**src/rtl/rv_isa_pkg.sv**
```systemverilog
// RV32I encoding constants shared by the encoder and decoder.
// Opcodes, descriptor class codes, error codes and FSM states.
package rv_isa_pkg;

  localparam logic [6:0] OP_R     = 7'b0110011;
  localparam logic [6:0] OP_I     = 7'b0010011;
  localparam logic [6:0] OP_L     = 7'b0000011;
  localparam logic [6:0] OP_S     = 7'b0100011;
  localparam logic [6:0] OP_B     = 7'b1100011;
  localparam logic [6:0] OP_J     = 7'b1101111;
  localparam logic [6:0] OP_JALR  = 7'b1100111;
  localparam logic [6:0] OP_LUI   = 7'b0110111;
  localparam logic [6:0] OP_AUIPC = 7'b0010111;
  localparam logic [6:0] OP_SYS   = 7'b1110011;

  localparam logic [6:0] F7_ALT = 7'h20;

  localparam logic [3:0] CL_R     = 4'd0;
  localparam logic [3:0] CL_I     = 4'd1;
  localparam logic [3:0] CL_L     = 4'd2;
  localparam logic [3:0] CL_S     = 4'd3;
  localparam logic [3:0] CL_B     = 4'd4;
  localparam logic [3:0] CL_J     = 4'd5;
  localparam logic [3:0] CL_JALR  = 4'd6;
  localparam logic [3:0] CL_LUI   = 4'd7;
  localparam logic [3:0] CL_AUIPC = 4'd8;
  localparam logic [3:0] CL_SYS   = 4'd9;

  localparam logic [1:0] ERR_NONE  = 2'd0;
  localparam logic [1:0] ERR_ILL   = 2'd1;
  localparam logic [1:0] ERR_RANGE = 2'd2;
  localparam logic [1:0] ERR_MIS   = 2'd3;

  localparam logic [0:0] ST_RUN  = 1'b0;
  localparam logic [0:0] ST_FULL = 1'b1;

endpackage

```
**src/rtl/inst_field_pack.sv**
```systemverilog
// Combinational RV32I field packer: descriptor -> {word, err}.
// ENCODER_RANGE_CHECK_EN enables immediate range/alignment checks.
module inst_field_pack
  import rv_isa_pkg::*;
(
  input  logic [3:0]  i_class,
  input  logic [2:0]  i_funct3,
  input  logic        i_alt,
  input  logic [4:0]  i_rd,
  input  logic [4:0]  i_rs1,
  input  logic [4:0]  i_rs2,
  input  logic [31:0] i_imm,
  output logic [31:0] o_word,
  output logic [1:0]  o_err
);

  logic [6:0]  w_f7;
  logic        w_shift;
  logic        w_ill;
  logic        w_rng;
  logic        w_mis;
  logic [31:0] w_imm;

  assign w_imm   = i_imm;
  assign w_f7    = i_alt ? F7_ALT : 7'h00;
  assign w_shift = (i_funct3 == 3'd1) ||
                   (i_funct3 == 3'd5);

  // Pick the format for the class and flag illegal fields
  always_comb begin
    o_word = '0;
    w_ill  = 1'b0;
    case (i_class)
      CL_R: begin
        o_word = {w_f7, i_rs2, i_rs1,
                  i_funct3, i_rd, OP_R};
        w_ill  = i_alt &&
                 (i_funct3 != 3'd0) &&
                 (i_funct3 != 3'd5);
      end
      CL_I: begin
        if (w_shift) begin
          o_word = {w_f7, w_imm[4:0], i_rs1,
                    i_funct3, i_rd, OP_I};
        end else begin
          o_word = {w_imm[11:0], i_rs1,
                    i_funct3, i_rd, OP_I};
          w_ill  = i_alt;
        end
      end
      CL_L: begin
        o_word = {w_imm[11:0], i_rs1,
                  i_funct3, i_rd, OP_L};
      end
      CL_S: begin
        o_word = {w_imm[11:5], i_rs2, i_rs1,
                  i_funct3, w_imm[4:0], OP_S};
      end
      CL_B: begin
        o_word = {w_imm[12], w_imm[10:5],
                  i_rs2, i_rs1, i_funct3,
                  w_imm[4:1], w_imm[11], OP_B};
        w_ill  = (i_funct3 == 3'd2) ||
                 (i_funct3 == 3'd3);
      end
      CL_J: begin
        o_word = {w_imm[20], w_imm[10:1],
                  w_imm[11], w_imm[19:12],
                  i_rd, OP_J};
      end
      CL_JALR: begin
        o_word = {w_imm[11:0], i_rs1,
                  3'd0, i_rd, OP_JALR};
        w_ill  = (i_funct3 != 3'd0);
      end
      CL_LUI: begin
        o_word = {w_imm[31:12], i_rd, OP_LUI};
      end
      CL_AUIPC: begin
        o_word = {w_imm[31:12], i_rd, OP_AUIPC};
      end
      CL_SYS: begin
        o_word = w_imm[0] ? 32'h0010_0073
                          : 32'h0000_0073;
      end
      default: w_ill = 1'b1;
    endcase
  end

`ifdef ENCODER_RANGE_CHECK_EN
  logic w_s12;
  logic w_s13;
  logic w_s21;

  assign w_s12 = (&w_imm[31:11]) | ~(|w_imm[31:11]);
  assign w_s13 = (&w_imm[31:12]) | ~(|w_imm[31:12]);
  assign w_s21 = (&w_imm[31:20]) | ~(|w_imm[31:20]);

  // Immediate must fit its field; B/J targets halfword aligned
  always_comb begin
    w_rng = 1'b0;
    w_mis = 1'b0;
    case (i_class)
      CL_I: w_rng = w_shift ? (|w_imm[31:5]) : !w_s12;
      CL_L, CL_S, CL_JALR: w_rng = !w_s12;
      CL_B: begin
        w_rng = !w_s13;
        w_mis = w_imm[0];
      end
      CL_J: begin
        w_rng = !w_s21;
        w_mis = w_imm[0];
      end
      CL_LUI, CL_AUIPC: w_rng = |w_imm[11:0];
      default: ;
    endcase
  end
`else
  assign w_rng = 1'b0;
  assign w_mis = 1'b0;
`endif

  assign o_err = w_ill ? ERR_ILL   :
                 w_rng ? ERR_RANGE :
                 w_mis ? ERR_MIS   : ERR_NONE;

endmodule

```
**src/rtl/inst_encoder.sv**
```systemverilog
// Streaming RV32I encoder with address tagging and word count.
// Optional ENCODER_RANGE_CHECK_EN checks immediates in the packer.
module inst_encoder
  import rv_isa_pkg::*;
#(
  parameter logic [31:0] BASE_ADDR = 32'h0000_0000,
  parameter int          DEPTH     = 256
)(
  input  logic                       clk,
  input  logic                       rst,
  input  logic                       clear,
  input  logic                       in_valid,
  output logic                       in_ready,
  input  logic [3:0]                 in_class,
  input  logic [2:0]                 in_funct3,
  input  logic                       in_alt,
  input  logic [4:0]                 in_rd,
  input  logic [4:0]                 in_rs1,
  input  logic [4:0]                 in_rs2,
  input  logic [31:0]                in_imm,
  output logic                       out_valid,
  input  logic                       out_ready,
  output logic [31:0]                out_inst,
  output logic [31:0]                out_addr,
  output logic [$clog2(DEPTH+1)-1:0] count,
  output logic                       full,
  output logic                       err,
  output logic [1:0]                 err_code
);

  localparam int CW = $clog2(DEPTH + 1);
  localparam logic [CW-1:0] DEPTH_C = CW'(DEPTH);

  logic [0:0]    r_state;
  logic          r_valid;
  logic [31:0]   r_inst;
  logic [31:0]   r_addr;
  logic [31:0]   r_next;
  logic [CW-1:0] r_count;
  logic          r_err;
  logic [1:0]    r_code;

  logic [31:0]   w_word;
  logic [1:0]    w_code;
  logic          w_acc;
  logic          w_load;
  logic          w_bad;
  logic [CW-1:0] w_cnt_inc;

  inst_field_pack u_pack (
    .i_class  (in_class),
    .i_funct3 (in_funct3),
    .i_alt    (in_alt),
    .i_rd     (in_rd),
    .i_rs1    (in_rs1),
    .i_rs2    (in_rs2),
    .i_imm    (in_imm),
    .o_word   (w_word),
    .o_err    (w_code)
  );

  assign in_ready  = (r_state == ST_RUN) &&
                     (!r_valid || out_ready);
  assign w_acc     = in_valid && in_ready;
  assign w_bad     = (w_code != ERR_NONE);
  assign w_load    = w_acc && !w_bad;
  assign w_cnt_inc = r_count + CW'(1);

  // Output register, address/count tracking, FSM and error latch
  always_ff @(posedge clk) begin
    if (rst || clear) begin
      r_state <= ST_RUN;
      r_valid <= 1'b0;
      r_inst  <= '0;
      r_addr  <= BASE_ADDR;
      r_next  <= BASE_ADDR;
      r_count <= '0;
      r_err   <= 1'b0;
      r_code  <= ERR_NONE;
    end else begin
      if (w_load) begin
        r_valid <= 1'b1;
        r_inst  <= w_word;
        r_addr  <= r_next;
        r_next  <= r_next + 32'd4;
        r_count <= w_cnt_inc;
        if (w_cnt_inc == DEPTH_C)
          r_state <= ST_FULL;
      end else if (r_valid && out_ready) begin
        r_valid <= 1'b0;
      end
      if (w_acc && w_bad) begin
        r_err <= 1'b1;
        if (!r_err)
          r_code <= w_code;
      end
    end
  end

  assign out_valid = r_valid;
  assign out_inst  = r_inst;
  assign out_addr  = r_addr;
  assign count     = r_count;
  assign full      = (r_count == DEPTH_C);
  assign err       = r_err;
  assign err_code  = r_code;

endmodule

```
**config.mk**
```make
export PLATFORM = sky130hd
export DESIGN_NAME = inst_encoder
export DESIGN_NICKNAME = d
export VERILOG_FILES = /design/src/rtl/rv_isa_pkg.sv /design/src/rtl/inst_field_pack.sv /design/src/rtl/inst_encoder.sv
export SDC_FILE = /design/constraint.sdc
export NUM_CORES = 1
export LEC_CHECK = 0
export CAP_MARGIN = 15
export CORE_UTILIZATION = 45
export DETAILED_ROUTE_END_ITERATION = 7
export GPL_ROUTABILITY_DRIVEN = 0
export MAX_ROUTING_LAYER = met4
export PLACE_DENSITY_LB_ADDON = 0.15
export SYNTH_ARGS = -nofsm -noshare
export SYNTH_HDL_FRONTEND = slang
export SYNTH_SLANG_ARGS = --single-unit
export TNS_END_PERCENT = 10
```
**constraint.sdc**
```tcl
create_clock -name clk -period 2 [get_ports clk]
set_input_delay 0.4 -clock clk [delete_from_list [all_inputs] [get_ports clk]]
set_output_delay 0.4 -clock clk [all_outputs]
set_load 0.01 [all_outputs]
```
-- Word level (Yosys, flattened, before mapping)
Cells that the tools add are included.
- $add $sub $neg: 2
- multipliers: 0
- div/mod/pow operators: 0
- magnitude comparators: 0
- equality and inequality tests: 16
- shift operators: 0
- multiplexer cells: 9
- bitwise logic cells: 2
- reduce and logical (&&, ||, !) cells: 20
- operator list (kind ; number):
    32-bit one-hot mux with 10 select lines ; 1
    32-bit by 3-bit adder with 32-bit output, second input constant ; 1
    32-bit 2-to-1 mux ; 1
    21-bit 2-to-1 mux ; 1
    9-bit equality test, second input constant ; 2
    4-bit by 3-bit equality test with 1-bit output, second input constant ; 4
    9-bit by 1-bit adder with 9-bit output, second input constant ; 1
    4-bit by 2-bit equality test with 1-bit output, second input constant ; 2
    4-bit equality test, second input constant ; 2
    1-bit logical AND ; 7
    3-bit by 2-bit equality test with 1-bit output, second input constant ; 2
    6-bit 2-to-1 mux ; 1
    6-bit OR reduction ; 1
    1-bit one-hot mux with 5 select lines ; 1
    4-bit by 1-bit equality test with 1-bit output, second input constant ; 1
    4-bit logical NOT ; 1
    1-bit logical OR ; 4
    1-bit 2-to-1 mux ; 4
    2-bit AND reduction ; 2
    2-bit nonzero test ; 2
    3-bit by 1-bit equality test with 1-bit output, second input constant ; 1
    3-bit equality test, second input constant ; 1
    3-bit != test, second input constant ; 1
    3-bit nonzero test ; 1
    2 further kinds ; 4
- register bits after elaboration: 110
- latch bits: 0
- memory bits (writable): 0
- ROM bits: 0
- output and inout bits: 79
- word-level logic and storage cells: 57
- memories kept: 0

-- Longest topological paths before layout
Gate-level depths: netlist of run 1.
- depth in word-level cells: 9
- gate-level depth with buffers: 9

-- Cells and area by module
From an unflattened synthesis of run 1, not the netlist that was laid out.
- cells, all modules: 696
- area, all modules: 5380.2 µm²
- by module, submodules not included (module ; instances ; cells an instance ; area an instance (µm²) ; sequential area each (µm²)):
    inst_encoder ; 1 ; 547 ; 4389.2 ; 2122.0
    inst_field_pack ; 1 ; 149 ; 991.0 ; 0.0

-- Worst setup path after synthesis of run 1
No wires, ideal clock.
- kind: in2reg
- start point: in in_class[1]
- end point: reg r_addr[23] (netlist: out_addr[23])
- data arrival time: 1.820 ns
- data required time: 1.868 ns
- slack: 0.048 ns
- stages: 8
- path through: or2_1 -> or4_4 -> and4_1 -> buf_2 -> buf_6 -> buf_6 -> nand3_1 -> a21oi_1
- word-level cells in the longest chain between the ends: 7
- elaborated cells on any way between the ends: 16
- those cells by class: eq/ne: 9; mux: 2; reduce/logical: 5
- ends and longest elaborated chain (element ; RTL line ; source):
    from (decl) ; inst_encoder.sv:14 ; input logic [3:0] in_class,
    4-bit by 2-bit equality test with 1-bit output, or another cell as far along ; inst_field_pack.sv:33 ; case (i_class)
    6-bit OR reduction (no source line) ; -- ;
    1-bit one-hot mux with 5 select lines * ; inst_field_pack.sv:33 ;
    1-bit 2-to-1 mux * ; inst_field_pack.sv:123 ; assign o_err = w_ill ? ERR_ILL :
    2-bit nonzero test * ; inst_encoder.sv:65 ; assign w_bad = (w_code != ERR_NONE);
    1-bit logical NOT * ; inst_encoder.sv:66 ; assign w_load = w_acc && !w_bad;
    1-bit logical AND * ; inst_encoder.sv:66 ;
    to (signal assigned) ; inst_encoder.sv:84 ; r_addr <= r_next;
    to (decl) ; inst_encoder.sv:37 ; logic [31:0] r_addr;
Mark *: on every way between the ends. The rest lies on a longest branch, timed or not.
A chain may end at the register's enable or synchronous reset.

-- Final worst setup path of run 1
Ends and elaborated chain as after synthesis.

==> summary.md, run 1 <==
| Metric | Value |
|---|---|
| Post-Syn Instances | `693` |
| Total CTS buffers | `9` |
| Die ar. | `0.01273 sq mm` |
| Synth cell count leaders | `105 x a21oi_1, 104 x dfxtp_1, 48 x nand3_1, 39 x o21ai_0` |
| Crit-path cells | `dlygate4sd2_1 > or2_1 > or4_4 > nand4_4 > bufbuf_16 > o21ai_0 > a21oi_1` |
| Rows | `40` |
| Worst VDD drop | `0.3570 mV` |
| Max stage delay on crit path | `520 ps` |
| Gr ovfl total | `0` |
| DR vias | `6120` |
| # clock sinks | `104` |
| Power density over the cells | `600.4 mW/mm^2` |
| Final setup viols | `0` |
| IO buf count | `135` |
| TNS Setup | `0 ps` |
| Area occupied by registers | `0.002085 sq mm` |
| Status | `finished, final reports clean` |
| WL final | `16880 microns` |
| Iter 0 DRT Violations | `494` |
| Layout cells sized above 1 | `0.1517` |
| Clock buffer depth | `2` |
| Critical path's top delay family | `simple AND/OR/NAND/NOR gates` |
| Die height | `112.8 microns` |
| Yosys warning count | `0` |
| Tightest Pin Transition | `528.9 ps` |
| Max Cap Viol | `0` |
| Residual DRC | `0` |
| Largest net degree at the start of global routing | `64` |
| Final Total Pwr | `4.689 mW` |
| Worst path bufs/invs | `2` |
| Final worst-path cycle share | `0.9885` |
| Die Wd | `112.8 microns` |
| Mean cell area of the mapped netlist | `7.977 sq um` |
| Worst EP arrival | `2240 ps` |
| Total Routing Usage GR | `0.2720` |
| Share of the synthesized area in the top cell type | `0.3766` |
| RSZ-0062 raised after global routing | `yes` |
| Clk root buf | `clkbuf_16` |
| Worst-Skew Late Latency | `340 ps` |
| Critical Path RT | `2270 ps` |
| Ant diodes | `0` |
| Number of nets with antenna violations after routing | `0` |
| WL/cell | `16.81 microns` |
| Fin. Hold Viols | `0` |
| Most frequent cell after synthesis | `a21oi_1` |
| Area leader, netlist | `dfxtp_1` |
| H-tree Lvls | `3` |
| Initial Utilization | `0.4602` |
| Fin. max-slew vios | `0` |
| Crit Path Category | `input port to flop` |
| Reg clk slew, reported paths | `80 ps` |
| Slew HR | `0.6474` |
| First-pass GRT wire length | `27700 microns` |
| Fill cells | `1016` |
| CTS Hold Buffers Added | `0` |
| CP startpoint kind | `input port` |
| Synth top area cells | `dfxtp_1 38%, a21oi_1 9.5%, nand3_1 4.3%` |
| Pre-Repair DR Iteration Count | `5` |
| Slowest-stage cell, CP | `or4_4` |
| Area growth syn-to-layout | `41.29%` |
| Area of the multi-input gates | `0.003167 sq mm` |
| Vias in the first global route | `5712` |
| Max frequency | `505.8 MHz` |
| DP HPWL | `12040 microns` |
| CTS tree | `done` |
| #FFs+latches synth | `104` |
| Worst Hold Class | `flop to flop` |
| Initial antenna violation count | `0` |
| Post-layout min period | `1977 ps` |
| EDFF count, synth | `0` |
| LEAKAGE | `2.663 nW` |
| Synth async-reset ratio | `0` |
| CP Max Fanout | `26` |
| Worst clock skew | `9.885 ps` |
| Post-Syn Area | `0.005528 sq mm` |
| Setup crit end kind | `flop` |
| Unique masters post-synth | `61` |
| Post-synthesis sequential area ratio | `0.3766` |
| # IOs | `139` |
| CORE AREA | `0.01201 sq mm` |
| Final net count | `916` |
| Vias per inst | `6.096` |
| Primary FF master, synth | `dfxtp_1` |
[worst reg2reg max path, delay by kind of cell (launching register included)]
| family | cells | cell delay (ps) |
|---|---|---|
| DFF | 1 | 390 |
| and+or+nand+nor | 4 | 1120 |
| buffers and inverters | 1 | 190 |
| AOI/OAI and AO/OA | 1 | 160 |
[cell usage in the layout (no fill, tap or decap), types with 11 or more instances in the layout]
cell / Yosys / routed
a21oi_1: 105 / 102
buf_4: 10 / 73
nor2_1: 25 / 24
o31ai_1: 23 / 23
or4_1: 24 / 23
nand3_1: 48 / 46
a22oi_1: 25 / 25
clkdlybuf4s50_1: 0 / 126
dfxtp_1: 104 / 102
nor3_1: 27 / 27
o21ai_0: 39 / 39
o22ai_1: 11 / 11
a211oi_1: 12 / 12
nor2b_1: 15 / 14
nand2_1: 36 / 35
[worst paths after layout]
check / slack (ps) / endpoint / depth (start not counted) / startpoint
setup / recovery: 20 / out_addr[23] / 7 / in_class[1]
hold / removal: 470 / out_addr[10] / 2 / out_addr[10]
setup reg to reg: 80 / r_next[29] / 6 / r_next[6]
hold reg to reg: 470 / out_addr[10] / 2 / out_addr[10]
[layer usage]
layer  vias to the layer above  global-route usage  wire (microns)
met5                         -                   -               0
met4                         0             0.05867             160
met3                        19             0.04660            1195
met2                       269              0.4486            8123
met1                      2878              0.3497            7399
li1                       2954                   -               -
[final cells by class]
cell class / count / share of cell area
clock buffers: 10 / 0.02932
inverters: 10 / 0.004806
well taps: 147 / 0.02355
multi-input cells: 511 / 0.4055
repair buffers: 216 / 0.2621
flip-flops and latches: 104 / 0.2669
clock inverters: 6 / 0.007850
[kinds of logic after synthesis]
logic type,synth area share
XOR/XNOR,0.004754
adder cells (fa/ha/maj),0.009054
AND/OR/NAND/NOR,0.2295
AO/OA/AOI/OAI,0.3013
other,0.0006784
buffers and inverters,0.06722
flip-flops,0.3766
multiplexers,0.01087
[through the flow]
step | utilization | setup slack (ps) | cells | cell area [sq um] | hold WS [ps]
2_1_floorplan | - | 47.76 | 695 | 5535 | 443.6
3_3_place_gp | 0.6171 | -480.3 | 986 | 7412 | 463.0
3_5_place_dp | 0.6171 | -525.0 | 986 | 7412 | 458.9
4_1_cts | 0.6465 | -43.81 | 1004 | 7765 | 476.5
5_1_grt | 0.6502 | -47.29 | 1004 | 7810 | 496.5
6_report | 0.6502 | 22.98 | 1004 | 7810 | 474.6
[sequential cells by signal, indices dropped and copies added, names as in the netlist]
register   cells
count          9
err            1
err_code       1
out_addr      30
out_inst      31
out_valid      1
r_next        30
r_state        1
[report_power, final]
group	switching [mW]	internal (mW)
Sequential	0.0204	2.10
Combinational	0.451	0.399
Clock	0.843	0.877
[what timing repair did]
action | in CTS | in global routing
endpoints found under the setup margin | 105 | 51
pin swaps | 3 | 12
endpoints found under the hold margin | 0 | 0
buffers inserted | 1 | 0
cloned | 1 | 0
gates resized for setup | 19 | 16
(Power assumes the default switching activity.)
==> inputs of run 2 (changes only) <==
--- a/config.mk
+++ b/config.mk
@@ -6,7 +6,7 @@
 export NUM_CORES = 1
 export LEC_CHECK = 0
 export CAP_MARGIN = 15
-export CORE_UTILIZATION = 45
+export CORE_UTILIZATION = 35
 export DETAILED_ROUTE_END_ITERATION = 7
 export GPL_ROUTABILITY_DRIVEN = 0
 export MAX_ROUTING_LAYER = met4
==> run 2 against run 1 <==
The flow now finishes with violations (negative setup slack); total power up 4.6%; sequential power is essentially flat; wire length rose by 10%; cell count increased by 7.9%; utilization decreased by 12 points; first-iteration DRC count is 17% lower; combinational power increased by 13%; worst hold slack better by 1.6 ps; clock skew down 3.2 ps; critical path type is now flop to primary output; largest power group unchanged.
==> summary.md, run 2 (synthesized netlist as in run 1, its figures left out) <==
| Metric | Value |
|---|---|
| Rows | `45` |
| Number of nets with antenna violations after routing | `0` |
| Layout cells sized above 1 | `0.1778` |
| Ant diodes | `0` |
| DP HPWL | `12700 microns` |
| Commonest non-fill, non-tap cell in the layout | `clkdlybuf4s50_1` |
| Pre-Repair DR Iteration Count | `5` |
| Clock buffer depth | `2` |
| Max reg flops | `31` |
| Final worst-path cycle share | `1.025` |
| # IOs | `139` |
| WL final | `18600 microns` |
| Crit-path cells | `or4_4 > nor4_4 > buf_2` |
| Max frequency | `487.6 MHz` |
| Worst Hold Class | `flop to flop` |
| Final setup viols | `1` |
| Area of the multi-input gates | `0.003227 sq mm` |
| Die height | `127.7 microns` |
| Fin. max-slew vios | `0` |
| Sw Pwr | `1.307 mW` |
| Critical Path RT | `1600 ps` |
| Area occupied by registers | `0.002083 sq mm` |
| Most frequent cells in the layout | `125 x clkdlybuf4s50_1, 103 x dfxtp_1, 102 x a21oi_1, 80 x buf_4, 46 x nand3_1` |
| Worst clock skew | `6.676 ps` |
| Critical path's top delay family | `simple AND/OR/NAND/NOR gates` |
| Total Routing Usage GR | `0.2226` |
| Max Cap Viol | `0` |
| Reg clk slew, reported paths | `70 ps` |
| Crit Path Category | `flop to primary output` |
| Gr ovfl total | `0` |
| Vias in the first global route | `5653` |
| Tightest Pin Transition | `612.4 ps` |
| Power density over the cells | `600.7 mW/mm^2` |
| Setup crit end kind | `primary output` |
| CP Max Fanout | `2` |
| Residual DRC | `0` |
| Failing checks | `negative setup slack` |
| Worst VDD drop | `0.4455 mV` |
| CTS Hold Buffers Added | `0` |
| Final instance area | `0.008168 sq mm` |
| Total CTS buffers | `9` |
| Setup WS post-layout | `-50.73 ps` |
| Final Total Pwr | `4.906 mW` |
| Status | `finished, violations left` |
| Die Wd | `127.7 microns` |
| Worst path bufs/invs | `1` |
| Switching fraction of total power | `0.2664` |
| Clock group share of total power | `0.373` |
| CP startpoint kind | `flop` |
| Max stage delay on crit path | `550 ps` |
| Die ar. | `0.01630 sq mm` |
| Flop pwr share | `0.432` |
| Worst-Skew Late Latency | `350 ps` |
| Iter 0 DRT Violations | `408` |
| WL/cell | `17.17 microns` |
| DR vias | `6219` |
| Largest net degree at the start of global routing | `41` |
| Clk root buf | `clkbuf_16` |
| Final net count | `931` |
| Worst EP arrival | `1650 ps` |
| Initial Utilization | `0.3609` |
| Post-DP Area | `0.007545 sq mm` |
| Logic pwr share | `0.195` |
| Fin. Hold Viols | `0` |
| Initial antenna violation count | `0` |
| LEAKAGE | `2.818 nW` |
| Vias per inst | `5.742` |
| Slew HR | `0.5913` |
| Int Pwr | `3.599 mW` |
| CORE AREA | `0.01531 sq mm` |
| Post-layout min period | `2051 ps` |
| IO buf count | `135` |
| # clock sinks | `104` |
| Slowest-stage cell, CP | `or4_4` |
| CTS tree | `done` |
| Area growth syn-to-layout | `47.76%` |
| RSZ-0062 raised after global routing | `yes` |
| H-tree Lvls | `3` |
| First-pass GRT wire length | `28510 microns` |
| Fill cells | `1443` |
[run 2: cell count changes in the layout (fill, tap and decap cells not counted), sizes merged, moves of 2 or more]
| cell | change |
|---|---|
| dlygate4sd2 | -4 |
| clkbuf | +11 |
| dlymetal6s2s | +2 |
| clkdlybuf4s15 | -2 |
| buf | +9 |
| inv | -2 |
[run 2: stage by stage]
step           cells  hold slack, ps  setup slack, ps  utilization  TNS [ps]
2_1_floorplan    695           443.6            47.76            -         0
5_1_grt         1083           500.5           -93.93       0.5333    -101.6
3_3_place_gp    1055           448.9           -667.8       0.4926    -50950
4_1_cts         1072           477.3           -214.2       0.5175     -4823
3_5_place_dp    1055           467.2           -745.8       0.4926    -56330
6_report        1083           476.2           -50.73       0.5333    -50.73
[run 2: repair_timing]
action / 4_1_cts / 5_1_grt
setup endpoints to repair: 106 / 103
setup buffers: 0 / 6
gates resized for setup: 19 / 36
endpoints found under the hold margin: 0 / 0
gates cloned: 1 / 6
pin swaps: 2 / 13
[run 2: path summary, 6_finish.rpt]
check | start | end | slack [ps] | depth (start not counted)
worst max-delay path | count[4] | full | -50 | 3
worst min-delay path | out_addr[13] | out_addr[13] | 480 | 2
worst max register to register | r_next[6] | r_next[21] | 90 | 6
worst min register to register | out_addr[13] | out_addr[13] | 480 | 2
[run 2: worst reg2reg max path, stage by stage (launching register included)]
cell and delay (ps):
dfxtp_1 390, and3_4 220, and4_1 240, nand4_1 150
buf_12 190, or4_1 480, a21oi_1 170
[run 2: layout make-up]
class | instances | share of cell area
Multi-Input combinational cell | 512 | 0.3951
Inverter | 10 | 0.004596
Tap cell | 211 | 0.03232
Clock inverter | 5 | 0.006587
Timing Repair Buffer | 230 | 0.2754
Clock buffer | 11 | 0.03094
Sequential cell | 104 | 0.2551
[run 2: metal layers]
metal / up-vias / wire [microns] / track usage
met5: - / 0 / -
met4: 0 / 191 / 0.07197
met3: 16 / 1090 / 0.03464
met2: 219 / 8907 / 0.3555
met1: 2996 / 8407 / 0.2886
li1: 2988 / - / -
[run 2: power groups by stage]
stage / combinational, mW / sequential [mW] / clock [mW]
after global placement: 0.824 / 2.17 / 0
after floorplan: 0.424 / 2.18 / 0
after CTS: 0.861 / 2.12 / 1.87
final: 0.958 / 2.12 / 1.83
after global routing: 1.02 / 2.12 / 1.96
after detailed placement: 0.839 / 2.17 / 0
